## src/rtl/noc_pkg.sv

```systemverilog
// Shared NoC definitions: flit layout, 48-bit word slicing, tail marker, decoder states.
package noc_pkg;

  localparam int unsigned FLIT_W = 16;
  localparam int unsigned ADDR_W = 8;
  localparam int unsigned WORD_W = 3 * FLIT_W;

  // Word slice offsets for {TF, BF, HF}
  localparam int unsigned HF_LSB = 0;
  localparam int unsigned BF_LSB = FLIT_W;
  localparam int unsigned TF_LSB = 2 * FLIT_W;

  // Head flit field positions
  localparam int unsigned HF_SRC_MSB = 15;
  localparam int unsigned HF_SRC_LSB = 8;
  localparam int unsigned HF_DST_MSB = 7;
  localparam int unsigned HF_DST_LSB = 0;

  localparam logic [FLIT_W-1:0] TAIL_MARKER_DEF = 16'hFFFF;

  // Decoder state encodings, kept as plain constants for legacy users
  localparam logic [2:0] S_IDLE  = 3'd0;
  localparam logic [2:0] S_READ  = 3'd1;
  localparam logic [2:0] S_WAIT  = 3'd2;
  localparam logic [2:0] S_CHECK = 3'd3;
  localparam logic [2:0] S_OUT   = 3'd4;

  typedef enum logic [2:0] {
    IDLE  = S_IDLE,
    READ  = S_READ,
    WAIT  = S_WAIT,
    CHECK = S_CHECK,
    OUT   = S_OUT
  } state_e;

  function automatic logic [ADDR_W-1:0] hf_src(input logic [WORD_W-1:0] w);
    return w[HF_LSB + HF_SRC_LSB +: (HF_SRC_MSB - HF_SRC_LSB + 1)];
  endfunction

  function automatic logic [ADDR_W-1:0] hf_dst(input logic [WORD_W-1:0] w);
    return w[HF_LSB + HF_DST_LSB +: (HF_DST_MSB - HF_DST_LSB + 1)];
  endfunction

  function automatic logic [FLIT_W-1:0] word_bf(input logic [WORD_W-1:0] w);
    return w[BF_LSB +: FLIT_W];
  endfunction

  function automatic logic [FLIT_W-1:0] word_tf(input logic [WORD_W-1:0] w);
    return w[TF_LSB +: FLIT_W];
  endfunction

endpackage

```

## src/rtl/depacketizer_if.sv

```systemverilog
// FIFO read side and payload output handshake of the depacketizer.
interface depacketizer_if;
  import noc_pkg::*;

  logic [WORD_W-1:0] fifo_dout;
  logic              fifo_empty;
  logic              fifo_rd_en;
  logic              out_valid;
  logic              out_ready;
  logic [ADDR_W-1:0] out_src;
  logic [FLIT_W-1:0] out_data;

  // Depacketizer side
  modport slave (
    input  fifo_dout, fifo_empty, out_ready,
    output fifo_rd_en, out_valid, out_src, out_data
  );

  // Environment side (FIFO + consumer)
  modport master (
    output fifo_dout, fifo_empty, out_ready,
    input  fifo_rd_en, out_valid, out_src, out_data
  );
endinterface

```

## src/rtl/sat_counter.sv

```systemverilog
// Saturating up-counter: holds at all-ones instead of wrapping.
module sat_counter #(
  parameter int unsigned W = 16
) (
  input  logic         clk,
  input  logic         reset,
  input  logic         inc,
  output logic [W-1:0] count
);

  // Increment unless already at all-ones
  always_ff @(posedge clk) begin
    if (reset)                          count <= '0;
    else if (inc && (count != {W{1'b1}})) count <= count + W'(1);
  end

endmodule

```

## src/rtl/depacketizer.sv

```systemverilog
// Pops one {TF,BF,HF} word per packet, checks tail and destination, and
// presents accepted payloads on a valid/ready port; bad packets are counted.
module depacketizer
  import noc_pkg::*;
#(
  parameter logic [ADDR_W-1:0] NODE_ID     = 8'h00,
  parameter logic [FLIT_W-1:0] TAIL_MARKER = TAIL_MARKER_DEF,
  parameter int unsigned       CNT_W       = 16
) (
  input  logic             clk,
  input  logic             reset,
  depacketizer_if.slave    bus,
  output logic             busy,
  output logic [CNT_W-1:0] pkt_cnt,
  output logic [CNT_W-1:0] drop_cnt,
  output logic [CNT_W-1:0] err_cnt
);

  state_e            r_state;
  state_e            w_next;
  logic [WORD_W-1:0] r_pkt;
  logic              r_rd_en;
  logic              r_valid;
  logic              r_busy;
  logic [ADDR_W-1:0] r_src;
  logic [FLIT_W-1:0] r_data;
  logic              w_tail_ok;
  logic              w_dst_ok;
  logic              w_inc_pkt;
  logic              w_inc_drop;
  logic              w_inc_err;

  assign w_tail_ok = (word_tf(r_pkt) == TAIL_MARKER);
  assign w_dst_ok  = (hf_dst(r_pkt) == NODE_ID);

  // Next-state and classification; tail check takes priority over dest
  always_comb begin
    w_next     = r_state;
    w_inc_pkt  = 1'b0;
    w_inc_drop = 1'b0;
    w_inc_err  = 1'b0;
    case (r_state)
      IDLE:  if (!bus.fifo_empty) w_next = READ;
      READ:  w_next = WAIT;
      WAIT:  w_next = CHECK;
      CHECK: begin
        if (!w_tail_ok) begin
          w_inc_err = 1'b1;
          w_next    = IDLE;
        end else if (!w_dst_ok) begin
          w_inc_drop = 1'b1;
          w_next     = IDLE;
        end else begin
          w_inc_pkt = 1'b1;
          w_next    = OUT;
        end
      end
      OUT:     if (bus.out_ready) w_next = IDLE;
      default: w_next = IDLE;
    endcase
  end

  // State register
  always_ff @(posedge clk) begin
    if (reset) r_state <= IDLE;
    else       r_state <= w_next;
  end

  // Word capture, payload load and state-decoded outputs registered from next state
  always_ff @(posedge clk) begin
    if (reset) begin
      r_pkt   <= '0;
      r_src   <= '0;
      r_data  <= '0;
      r_rd_en <= 1'b0;
      r_valid <= 1'b0;
      r_busy  <= 1'b0;
    end else begin
      if (r_state == WAIT) r_pkt <= bus.fifo_dout;
      if (w_inc_pkt) begin
        r_src  <= hf_src(r_pkt);
        r_data <= word_bf(r_pkt);
      end
      r_rd_en <= (w_next == READ);
      r_valid <= (w_next == OUT);
      r_busy  <= (w_next != IDLE);
    end
  end

  assign bus.fifo_rd_en = r_rd_en;
  assign bus.out_valid  = r_valid;
  assign bus.out_src    = r_src;
  assign bus.out_data   = r_data;
  assign busy           = r_busy;

  sat_counter #(.W(CNT_W)) u_pkt_cnt  (.clk(clk), .reset(reset), .inc(w_inc_pkt),  .count(pkt_cnt));
  sat_counter #(.W(CNT_W)) u_drop_cnt (.clk(clk), .reset(reset), .inc(w_inc_drop), .count(drop_cnt));
  sat_counter #(.W(CNT_W)) u_err_cnt  (.clk(clk), .reset(reset), .inc(w_inc_err),  .count(err_cnt));

endmodule

```

## src/flat_wrapper.sv

```systemverilog
// flat-port wrapper written by rule: the top's interface ports become plain ports
module depacketizer_flat import noc_pkg::*;
#(
  parameter logic [ADDR_W-1:0] NODE_ID     = 8'h00,
  parameter logic [FLIT_W-1:0] TAIL_MARKER = TAIL_MARKER_DEF,
  parameter int unsigned       CNT_W       = 16
)
  (clk, reset, busy, pkt_cnt, drop_cnt, err_cnt, bus_fifo_dout, bus_fifo_empty, bus_out_ready, bus_fifo_rd_en, bus_out_valid, bus_out_src, bus_out_data);
  depacketizer_if bus_i ();
  input  logic clk;
  input  logic reset;
  output logic busy;
  output logic [CNT_W-1:0] pkt_cnt;
  output logic [CNT_W-1:0] drop_cnt;
  output logic [CNT_W-1:0] err_cnt;
  input wire logic [$bits(bus_i.fifo_dout)-1:0] bus_fifo_dout;
  input wire logic [$bits(bus_i.fifo_empty)-1:0] bus_fifo_empty;
  input wire logic [$bits(bus_i.out_ready)-1:0] bus_out_ready;
  output wire logic [$bits(bus_i.fifo_rd_en)-1:0] bus_fifo_rd_en;
  output wire logic [$bits(bus_i.out_valid)-1:0] bus_out_valid;
  output wire logic [$bits(bus_i.out_src)-1:0] bus_out_src;
  output wire logic [$bits(bus_i.out_data)-1:0] bus_out_data;
  assign bus_i.fifo_dout = bus_fifo_dout;
  assign bus_i.fifo_empty = bus_fifo_empty;
  assign bus_i.out_ready = bus_out_ready;
  assign bus_fifo_rd_en = bus_i.fifo_rd_en;
  assign bus_out_valid = bus_i.out_valid;
  assign bus_out_src = bus_i.out_src;
  assign bus_out_data = bus_i.out_data;
  depacketizer #(.NODE_ID(NODE_ID), .TAIL_MARKER(TAIL_MARKER), .CNT_W(CNT_W)) u_core (.clk(clk), .reset(reset), .bus(bus_i), .busy(busy), .pkt_cnt(pkt_cnt), .drop_cnt(drop_cnt), .err_cnt(err_cnt));
endmodule
```

## config.mk

```make
export PLATFORM = sky130hd
export DESIGN_NAME = depacketizer_flat
export DESIGN_NICKNAME = d
export VERILOG_FILES = /design/src/rtl/noc_pkg.sv /design/src/rtl/depacketizer_if.sv /design/src/rtl/sat_counter.sv /design/src/rtl/depacketizer.sv /design/src/flat_wrapper.sv
export SDC_FILE = /design/constraint.sdc
export NUM_CORES = 1
export LEC_CHECK = 0
export CAP_MARGIN = 20
export CORE_MARGIN = 2
export CORE_UTILIZATION = 54
export DETAILED_ROUTE_END_ITERATION = 10
export MAX_ROUTING_LAYER = met4
export PLACE_DENSITY = 0.85
export SYNTH_ARGS = -nofsm -noshare
export SYNTH_HDL_FRONTEND = slang
export SYNTH_HIERARCHICAL = 1
export SYNTH_SLANG_ARGS = --single-unit
```

## constraint.sdc

```tcl
create_clock -name clk -period 7.55 [get_ports clk]
set_input_delay 1.8875 -clock clk [delete_from_list [all_inputs] [get_ports clk]]
set_output_delay 1.8875 -clock clk [all_outputs]
set_load 0.05 [all_outputs]
```

==> metrics, run 1 <==
Worst-Skew Late Latency=just over 0.5 ns; Critical Path Source=u_core/u_pkt_cnt/count[5]$_SDFFE_PP0P_; min cycle time layout=~3.8 ns; Post-synth EDFFs=0; PD cells=225.1 nW/um2; Top FF cell, synth=dfxtp_1; Pleak=2.413 nW; Hold Crit Start=u_core/r_pkt[11]$_SDFFE_PP0N_; max-slew violation count=0; wire per inst=16.20 um; DRT Wirelength=14.67 mm; Peak supply drop=0.1298 mV; hold path depth=2; post-CTS setup buffers=0; WS Path Type=register to output pin; Synth Register Bits=126; worst-margin pin slew=0.9530 ns; DR vias=5,366; Max Fclk=0.2659 GHz; vias in the first global route=5,184; RR Startpoint=u_core/r_pkt[38]$_SDFFE_PP0N_; # rows=36; synthesized cell area=5453 um2; Total Power=about 0.0017 W; share of cells above drive strength 1=0.07245; DRC=0; I/O Pins=127; most common cell after layout, fill and taps aside=dfxtp_1; Hold Fails Final Rpt=0; clock power share=0.518; clock tree buffer depth=2; Pint=0.001300 W; period utilisation layout=0.4981; area delta synth->final=34.74%; top cell type by total area after synthesis=dfxtp_1; fin nets=approximately 820; Net Sw Frac=0.2143; Worst slew margin=0.3626; Iter 0 DRT Violations=slightly above 300; final setup fails=0; largest net degree at the start of global routing=89; Clock transition at path regs=0.06 ns; CTS tree=done; setup TNS=0 ns; cell count after synthesis=651; stages on the worst setup path=1; clock root buffer=clkbuf_8; CTS Buf Count=17; Final Skew=0.008417 ns; part of the power in combinational logic=0.062; R2R depth=6; most frequent cells in the layout=dfxtp_1 (126), clkdlybuf4s50_1 (125), nand2_1 (115); CP Capture Type=output pin; crit start category=register; CP arrival=1.87 ns; fin util=0.7517; crit path max-delay cell type=clkdlybuf4s50_1; Routed Antenna Nets=0; asr flop ratio synth=0; CP Cell Sequence=clkdlybuf4s50_1; Seq pwr share=0.420; Core ar.=9774 um2; Die H=104.5 um; critical path data required time=5.66 ns; Net Count, Synth=a little over 700; Worst Path Buf+Inv=1; Synth warnings=6; # Max-Cap Violations=0; vias per std cell=5.923; CP max stage delay=0.87 ns; Sink Count=126; Max H-tree Level=4; Post-CTS Resized=0; Hold Buf Count CTS=0; Hold Path Class=register to register; sequential share of the synthesized area=0.4626; IO buf count=about 130; GR Overflow Total=0; Die ar.=10,920 um2; CP top delay family=buffers and inverters; status=finished, final reports clean; antenna violations before repair=0; top cells by area, synth=dfxtp_1 (46%), a21oi_1 (9.5%), nand2_1 (7.9%); Die Wd=104.5 um; Ant. Diodes=0; CP Max Fanout=7; Yosys cell types=45; switching power=0.0003545 W; 1st-pass router iterations=5; GP Congestion=0.8752; Total GRT Usage=0.2784; RSZ-0062 raised after global routing=false; Starting Density=0.5579; HPWL after detailed placement=between 9 and 10 mm; Mean Syn Cell Area=8.376 um2; area share of the largest cell type after synthesis=0.4626; first-pass GRT wire length=24.13 mm
==> logic make-up after synthesis <==
| family | share of synthesized area |
|---|---|
| flip-flops | 0.4626 |
| adder cells (fa/ha/maj) | 0.006885 |
| multiplexers | 0.01170 |
| XOR/XNOR | 0.01124 |
| AO/OA/AOI/OAI | 0.1749 |
| AND/OR/NAND/NOR | 0.2864 |
| buffers and inverters | 0.04635 |
==> final cells by class <==
| type | count | area (um2) |
|---|---|---|
| sequential | 126 | 2522 |
| timing repair buffer | 130 | 1289 |
| multi-input combinational | 473 | 2691 |
| fill | 708 | 2427 |
| inverter | 12 | 45.04 |
| clock buffer | 23 | 476.7 |
| tap | 133 | 166.4 |
| clock inverter | 9 | 156.4 |
==> worst paths after layout <==
check	endpoint	slack, ns
setup / recovery	pkt_cnt[5]	3.79
hold / removal	u_core/r_pkt[11]$_SDFFE_PP0N_	0.46
setup reg to reg	u_core/u_drop_cnt/count[11]$_SDFFE_PP0P_	4.06
hold reg to reg	u_core/r_pkt[11]$_SDFFE_PP0N_	0.46
==> sequential cells by signal, summed over array words and instances, names as in the netlist <==
| signal | flops |
|---|---|
| u_core/bus.fifo_rd_en | 1 |
| u_core/bus.out_data | 16 |
| u_core/bus.out_src | 8 |
| u_core/bus.out_valid | 1 |
| u_core/busy | 1 |
| u_core/r_pkt | 48 |
| u_core/r_state | 3 |
| u_core/u_drop_cnt/count | 16 |
| u_core/u_err_cnt/count | 16 |
| u_core/u_pkt_cnt/count | 16 |
==> power by group through the flow <==
stage          clock network (W)  registers (W)  logic [W]
2_1_floorplan                  0       0.000709  0.0000571
3_3_place_gp                   0       0.000707  0.0000978
3_5_place_dp                   0       0.000708  0.0000999
4_1_cts                 0.000865       0.000695   0.000101
5_1_grt                 0.000893       0.000696   0.000111
6_report                0.000857       0.000695   0.000102
==> synth_stat cells (4+ instances only) <==
cell type	count
buf_1	4
o21ai_0	17
buf_2	7
nor3_1	15
or4_1	22
nand3_1	42
nor2_1	20
dfxtp_1	126
a21oi_1	104
nand2_1	115
nor2b_1	6
xnor2_1	7
o21ai_1	18
nand4_1	13
and4_1	9
clkbuf_1	22
inv_1	12
buf_6	6
or3_1	10
o31ai_1	18
nand3b_1	4
nor4_1	7
==> metal layers <==
layer,GRT usage,share of wire
met4,0.1226,0.029
met2,0.4729,0.52
met1,0.3166,0.40
met3,0.05764,0.056
met5,-,0
==> per-stage QoR <==
step | cell area, um2 | setup WS (ns) | hold slack, ns | std cells
floorplan | 5453 | 4.907 | 0.4356 | 651
global placement | 6714 | 4.059 | 0.4425 | 874
CTS | 7347 | 3.776 | 0.4558 | 906
global route | 7347 | 3.727 | 0.4746 | 906
finish | 7347 | 3.790 | 0.4579 | 906
detailed placement | 6714 | 4.031 | 0.4473 | 874
Power figures use the tool's default switching activity.
==> run 2: changes to the inputs <==
- CORE_UTILIZATION: 54 -> 45
- PLACE_DENSITY: 0.85 -> 0.76
- clock period: 7.55 -> 3.1 ns (I/O delays scaled with it)
==> run 2 against run 1 <==
  * Critical path depth increased by 6
  * Register-to-register slack got worse by 3.6 ns
  * Clock power increased to 2.6 times the previous value
  * Critical path type is now register to register
  * Global-route usage decreased by 4.7 points
  * Sequential cell count unchanged
  * Via count decreased by 2.3%
  * Cell area increased by 1.3%
  * Die area increased by 19%
  * Highest routed layer unchanged
  * Worst setup slack got worse by 3.4 ns
  * First-iteration DRC count increased by 37%
==> metrics, run 2 (synthesis results as in run 1) <==
first-pass GRT wire length=23.56 mm (-2.3%); min cycle time layout=2.674 ns; Iter 0 DRT Violations=422 (+37%); wire per inst=15.52 um (-4.2%); Die Wd=114.1 um (+9.2%); Starting Density=0.4578 (-0.1001); PD cells=557.5 nW/um2 (+150%); CP Max Fanout=11 (+4); hold slack=0.4526 ns (-0.005245 ns); fin nets=820 (+0.61%); CP arrival=2.97 ns (+1.10 ns); Hold Buf Count CTS=0 (unchanged); CP max stage delay=0.62 ns (-0.25 ns); Die ar.=13,010 um2 (+19%); # rows=40 (+11%); IO buf count=126 (unchanged); Max Fclk=~0.37 GHz; clock tree buffer depth=2 (unchanged); most common cell after layout, fill and taps aside=dfxtp_1; vias in the first global route=4,952 (-4.5%); number of flip-flops in the largest register=48 (unchanged); period utilisation layout=0.8627; DRT Wirelength=14.36 mm (-2.2%); share of cells above drive strength 1=0.08098 (+0.008532); Hold Path Class=register to register; max-slew violation count=0 (unchanged); crit path max-delay cell type=nor4_4; final setup fails=0 (unchanged); most frequent cells in the layout=dfxtp_1 (126), clkdlybuf4s50_1 (125), nand2_1 (115); CTS tree=done; area delta synth->final=36.53%; Ant. Diodes=0 (unchanged); Pleak=2.463 nW (+2.0%); # Max-Cap Violations=0 (unchanged); Core ar.=11,910 um2 (+22%); DRC=0 (unchanged); largest net degree at the start of global routing=68 (-24%); RSZ-0062 raised after global routing=false; Hold Fails Final Rpt=0 (unchanged); Total GRT Usage=0.2311 (-0.04730); Post-CTS Resized=0 (unchanged); Max H-tree Level=4 (unchanged); largest register by flop count=u_core/r_pkt; Worst-Skew Late Latency=0.41 ns (-0.10 ns); Peak supply drop=0.2636 mV (+100%); critical path data required time=3.40 ns (-2.26 ns); Worst slew margin=0.4442 (+0.08162); vias per std cell=5.667 (-4.3%); Worst Path Buf+Inv=1 (unchanged); GP Congestion=0.8878 (+1.4%); antenna violations before repair=0 (unchanged); I/O Pins=127 (unchanged); Clock transition at path regs=0.06 ns (about the same); CP top delay family=simple AND/OR/NAND/NOR gates; Sink Count=126 (unchanged); 1st-pass router iterations=5 (unchanged); crit start category=register; HPWL after detailed placement=9.606 mm (+0.65%); worst-margin pin slew=0.8274 ns (-0.1255 ns); CP Capture Type=register; post-CTS setup buffers=0 (unchanged); Final Skew=0.005904 ns (-0.002514 ns); Die H=114.1 um (+9.2%); most used cell, CP=nand2_1; setup TNS=0 ns (unchanged); CP Cell Sequence=nand4_1 > nor4_4 > nand2_1 > inv_1 > nand2_1 > nor4bb_1 > mux2_2; CTS Buf Count=17 (unchanged); Routed Antenna Nets=0 (unchanged); Total Power=0.004150 W (+150%); WS Path Type=register to register; clock root buffer=clkbuf_16; status=finished, final reports clean; DR vias=5,242 (-2.3%); GR Overflow Total=0 (unchanged)
-- run 2: routing by layer --
metal,vias up,GRT usage,part of all wire,wire [um]
li1,2584,-,-,-
met1,2478,0.2973,0.45,6515
met2,163,0.3607,0.48,6958
met3,17,0.05029,0.051,738
met4,0,0.08211,0.010,144
met5,-,-,0,0
-- run 2: final timing paths --
check                                      from                                      end  slack [ns]  cells after the start
setup / recovery  u_core/r_pkt[39]$_SDFFE_PP0N_  u_core/u_pkt_cnt/count[11]$_SDFFE_PP0P_        0.43                      7
hold / removal    u_core/r_pkt[43]$_SDFFE_PP0N_            u_core/r_pkt[43]$_SDFFE_PP0N_        0.45                      2
setup reg to reg  u_core/r_pkt[39]$_SDFFE_PP0N_  u_core/u_pkt_cnt/count[11]$_SDFFE_PP0P_        0.43                      7
hold reg to reg   u_core/r_pkt[43]$_SDFFE_PP0N_            u_core/r_pkt[43]$_SDFFE_PP0N_        0.45                      2
-- run 2: power breakdown --
part | internal (W) | switching (W)
sequential | 0.00166 | 0.0000264
combinational | 0.000114 | 0.000141
clock | 0.00147 | 0.000731
-- run 2: through the flow --
stage / worst slack (ns) / area, um2 / cells / util
global route: 0.2660 / 7445 / 925 / 0.6250
finish: 0.4255 / 7445 / 925 / 0.6250
global placement: 0.5255 / 6782 / 893 / 0.5693
CTS: 0.4430 / 7445 / 925 / 0.6250
detailed placement: 0.4678 / 6782 / 893 / 0.5693
floorplan: 0.4568 / 5453 / 651 / -
-- run 2: worst register-to-register path, stage by stage, from the launching register on --
cell and delay (ns):
dfxtp_1 0.33, nand4_1 0.17, nor4_4 0.62, nand2_1 0.27
inv_1 0.24, nand2_1 0.24, nor4bb_1 0.33, mux2_2 0.36
-- run 2: cell type report --
class | count | area, um2
fillers | 1034 | 4467
multi-input cells | 473 | 2691
flip-flops and latches | 126 | 2522
repair buffers | 135 | 1339
clock buffers | 19 | 452.9
clock inverters | 13 | 210.2
well taps | 147 | 183.9
inverters | 12 | 45.04
==> run 3: changes to the inputs <==
- CORE_ASPECT_RATIO: default -> 0.9
- SETUP_SLACK_MARGIN: default -> 0.4
- SKIP_LAST_GASP: default -> 1
==> run 3 against run 2 <==
  * Combinational power hardly changed
  * Worst setup slack improved by 0.14 ns
  * Non-clock buffer count up 1
  * Register-to-register slack improved by 0.15 ns
  * Highest routed layer unchanged
==> metrics, run 3 (synthesis results as in run 1) <==
wire per inst=15.09 um (-2.8%); CP arrival=1.76 ns (-1.21 ns); part of the power in combinational logic=0.064 (+0.003); final setup fails=0 (unchanged); IO buf count=126 (unchanged); Total GRT Usage=0.2273 (-0.003761); RSZ-0062 raised after global routing=false; I/O Pins=127 (unchanged); Starting Density=0.4569 (-0.0008639); Final Skew=0.006125 ns (+0.0002212 ns); Design Area, Final=7415 um2 (-0.40%); CP Capture Type=output pin; CP top delay family=buffers and inverters; Worst Path Buf+Inv=1 (unchanged); share of cells above drive strength 1=0.07871 (-0.002267); setup slack, reg-to-reg=0.58 ns (+0.15 ns); largest register by flop count=u_core/r_pkt; Die Wd=120.0 um (+5.2%); worst-margin pin slew=0.7989 ns (-0.02856 ns); DRC=0 (unchanged); post-CTS setup buffers=0 (unchanged); # rows=38 (-5.0%); Worst-Skew Late Latency=0.41 ns (about the same); Core ar.=11,930 um2 (+0.19%); most frequent cells in the layout=dfxtp_1 (126), clkdlybuf4s50_1 (125), nand2_1 (114); Routed Antenna Nets=0 (unchanged); HPWL after detailed placement=9.353 mm (-2.6%); CTS Buf Count=17 (unchanged); fin cells=935 (+1.1%); Hold Crit Start=u_core/r_pkt[22]$_SDFFE_PP0N_; min cycle time layout=2.537 ns (-0.1376 ns); Iter 0 DRT Violations=356 (-16%); DR vias=5,203 (-0.74%); vias in the first global route=4,835 (-2.4%); clock tree buffer depth=2 (unchanged); hold endpoint=u_core/r_pkt[22]$_SDFFE_PP0N_; # Max-Cap Violations=0 (unchanged); Hold Fails Final Rpt=0 (unchanged); Max H-tree Level=4 (unchanged); Die ar.=13,010 um2 (about the same); fin nets=821 (+0.12%); first-pass GRT wire length=23.06 mm (-2.1%); GR Overflow Total=0 (unchanged); DP Area=6805 um2 (+0.35%); max-slew violation count=0 (unchanged); vias per std cell=5.565 (-1.8%); placed cell count=907 (+1.6%); Die H=108.4 um (-5.0%); period utilisation layout=0.8184 (-0.04438); Sink Count=126 (unchanged); DRT Wirelength=14.11 mm (-1.7%); PD cells=539.2 nW/um2 (-3.3%); CP Cell Sequence=clkdlybuf4s50_1; CTS tree=done; Ant. Diodes=0 (unchanged); crit start category=register; Worst slew margin=0.4634 (+0.01918); Hold Buf Count CTS=0 (unchanged); 1st-pass router iterations=5 (unchanged); Net Sw Frac=0.2086 (-0.007861); critical path data required time=2.32 ns (-1.08 ns); Clock transition at path regs=0.05 ns (about the same); WS Path Type=register to output pin; Peak supply drop=0.3700 mV (+40%); number of flip-flops in the largest register=48 (unchanged); area delta synth->final=35.98%; setup TNS=0 ns (unchanged); hold path depth=2 (unchanged); Pleak=2.452 nW (-0.44%); antenna violations before repair=0 (unchanged); clock power share=0.513 (-0.018); crit path max-delay cell type=clkdlybuf4s50_1; Pint=0.003164 W (-2.7%); switching power=0.0008340 W (-7.2%); CP max stage delay=0.88 ns (+0.26 ns); most common cell after layout, fill and taps aside=dfxtp_1; reg2reg end=u_core/u_pkt_cnt/count[11]$_SDFFE_PP0P_; GP Congestion=0.8515 (-4.1%); Seq pwr share=0.423 (+0.016); Post-CTS Resized=0 (unchanged); RR Startpoint=u_core/r_pkt[4]$_SDFFE_PP0N_; clock root buffer=clkbuf_16; status=finished, final reports clean; CP Max Fanout=8 (-3); Total Power=0.003998 W (-3.7%); Hold Path Class=register to register; R2R depth=7 (unchanged); largest net degree at the start of global routing=60 (-12%); Max Fclk=0.3942 GHz (+5.4%)
run 3: cell types whose count changed in the layout (fill, tap and decap cells not counted), moves of 2 or more:
cell / previous run / this run
clkinv_4: 2 / 0
clkinv_2: 2 / 4
clkinvlp_4: 2 / 0
inv_6: 2 / 0
run 3: power by group through the flow:
stage	combinational [W]	sequential, W	clock [W]
finish	0.000255	0.00169	0.00205
global route	0.000279	0.00170	0.00216
CTS	0.000257	0.00169	0.00209
detailed placement	0.000255	0.00172	0
global placement	0.000250	0.00172	0
floorplan	0.000139	0.00173	0
run 3: per-stage QoR:
stage | hold WS, ns | setup slack (ns) | utilization
after floorplan | 0.4356 | 0.4568 | -
after global placement | 0.4423 | 0.6672 | 0.5702
after detailed placement | 0.4483 | 0.5774 | 0.5702
after CTS | 0.4569 | 0.5187 | 0.6211
after global routing | 0.4721 | 0.4413 | 0.6213
final | 0.4557 | 0.5631 | 0.6213
run 3: worst min-delay path, stage by stage (launching register included):
cell and delay, ns:
dfxtp_1 0.30, nand2_1 0.05, a21oi_1 0.05
run 3: area by class of cell:
cell class              count  area (um2)
repair buffers            136        1346
well taps                 160       200.2
multi-input cells         473        2694
fillers                  1014        4519
clock inverters             8       140.1
inverters                  12       45.04
clock buffers              20       466.7
flip-flops and latches    126        2522
run 3: layer usage:
metal  vias to the layer above  GRT usage  wire length [um]
li1                       2589          -                 -
met1                      2452     0.2769              6312
met2                       144     0.3604              6736
met3                        18    0.06540               834
met4                         0    0.08235               229
met5                         -          -                 0
run 3: worst max path at each step:
| stage | startpoint | end | slack (ns) | depth (start not counted) |
|---|---|---|---|---|
| after floorplan | u_core/r_pkt[39]$_SDFFE_PP0N_ | u_core/u_drop_cnt/count[7]$_SDFFE_PP0P_ | 0.46 | 9 |
| after global placement | u_core/r_pkt[35]$_SDFFE_PP0N_ | u_core/u_drop_cnt/count[11]$_SDFFE_PP0P_ | 0.67 | 7 |
| after detailed placement | u_core/r_pkt[34]$_SDFFE_PP0N_ | u_core/u_drop_cnt/count[11]$_SDFFE_PP0P_ | 0.58 | 7 |
| after CTS | u_core/r_pkt[35]$_SDFFE_PP0N_ | u_core/u_drop_cnt/count[11]$_SDFFE_PP0P_ | 0.52 | 7 |
| after global routing | u_core/r_pkt[4]$_SDFFE_PP0N_ | u_core/u_pkt_cnt/count[11]$_SDFFE_PP0P_ | 0.44 | 7 |
| final | u_core/u_err_cnt/count[2]$_SDFFE_PP0P_ | err_cnt[2] | 0.56 | 1 |
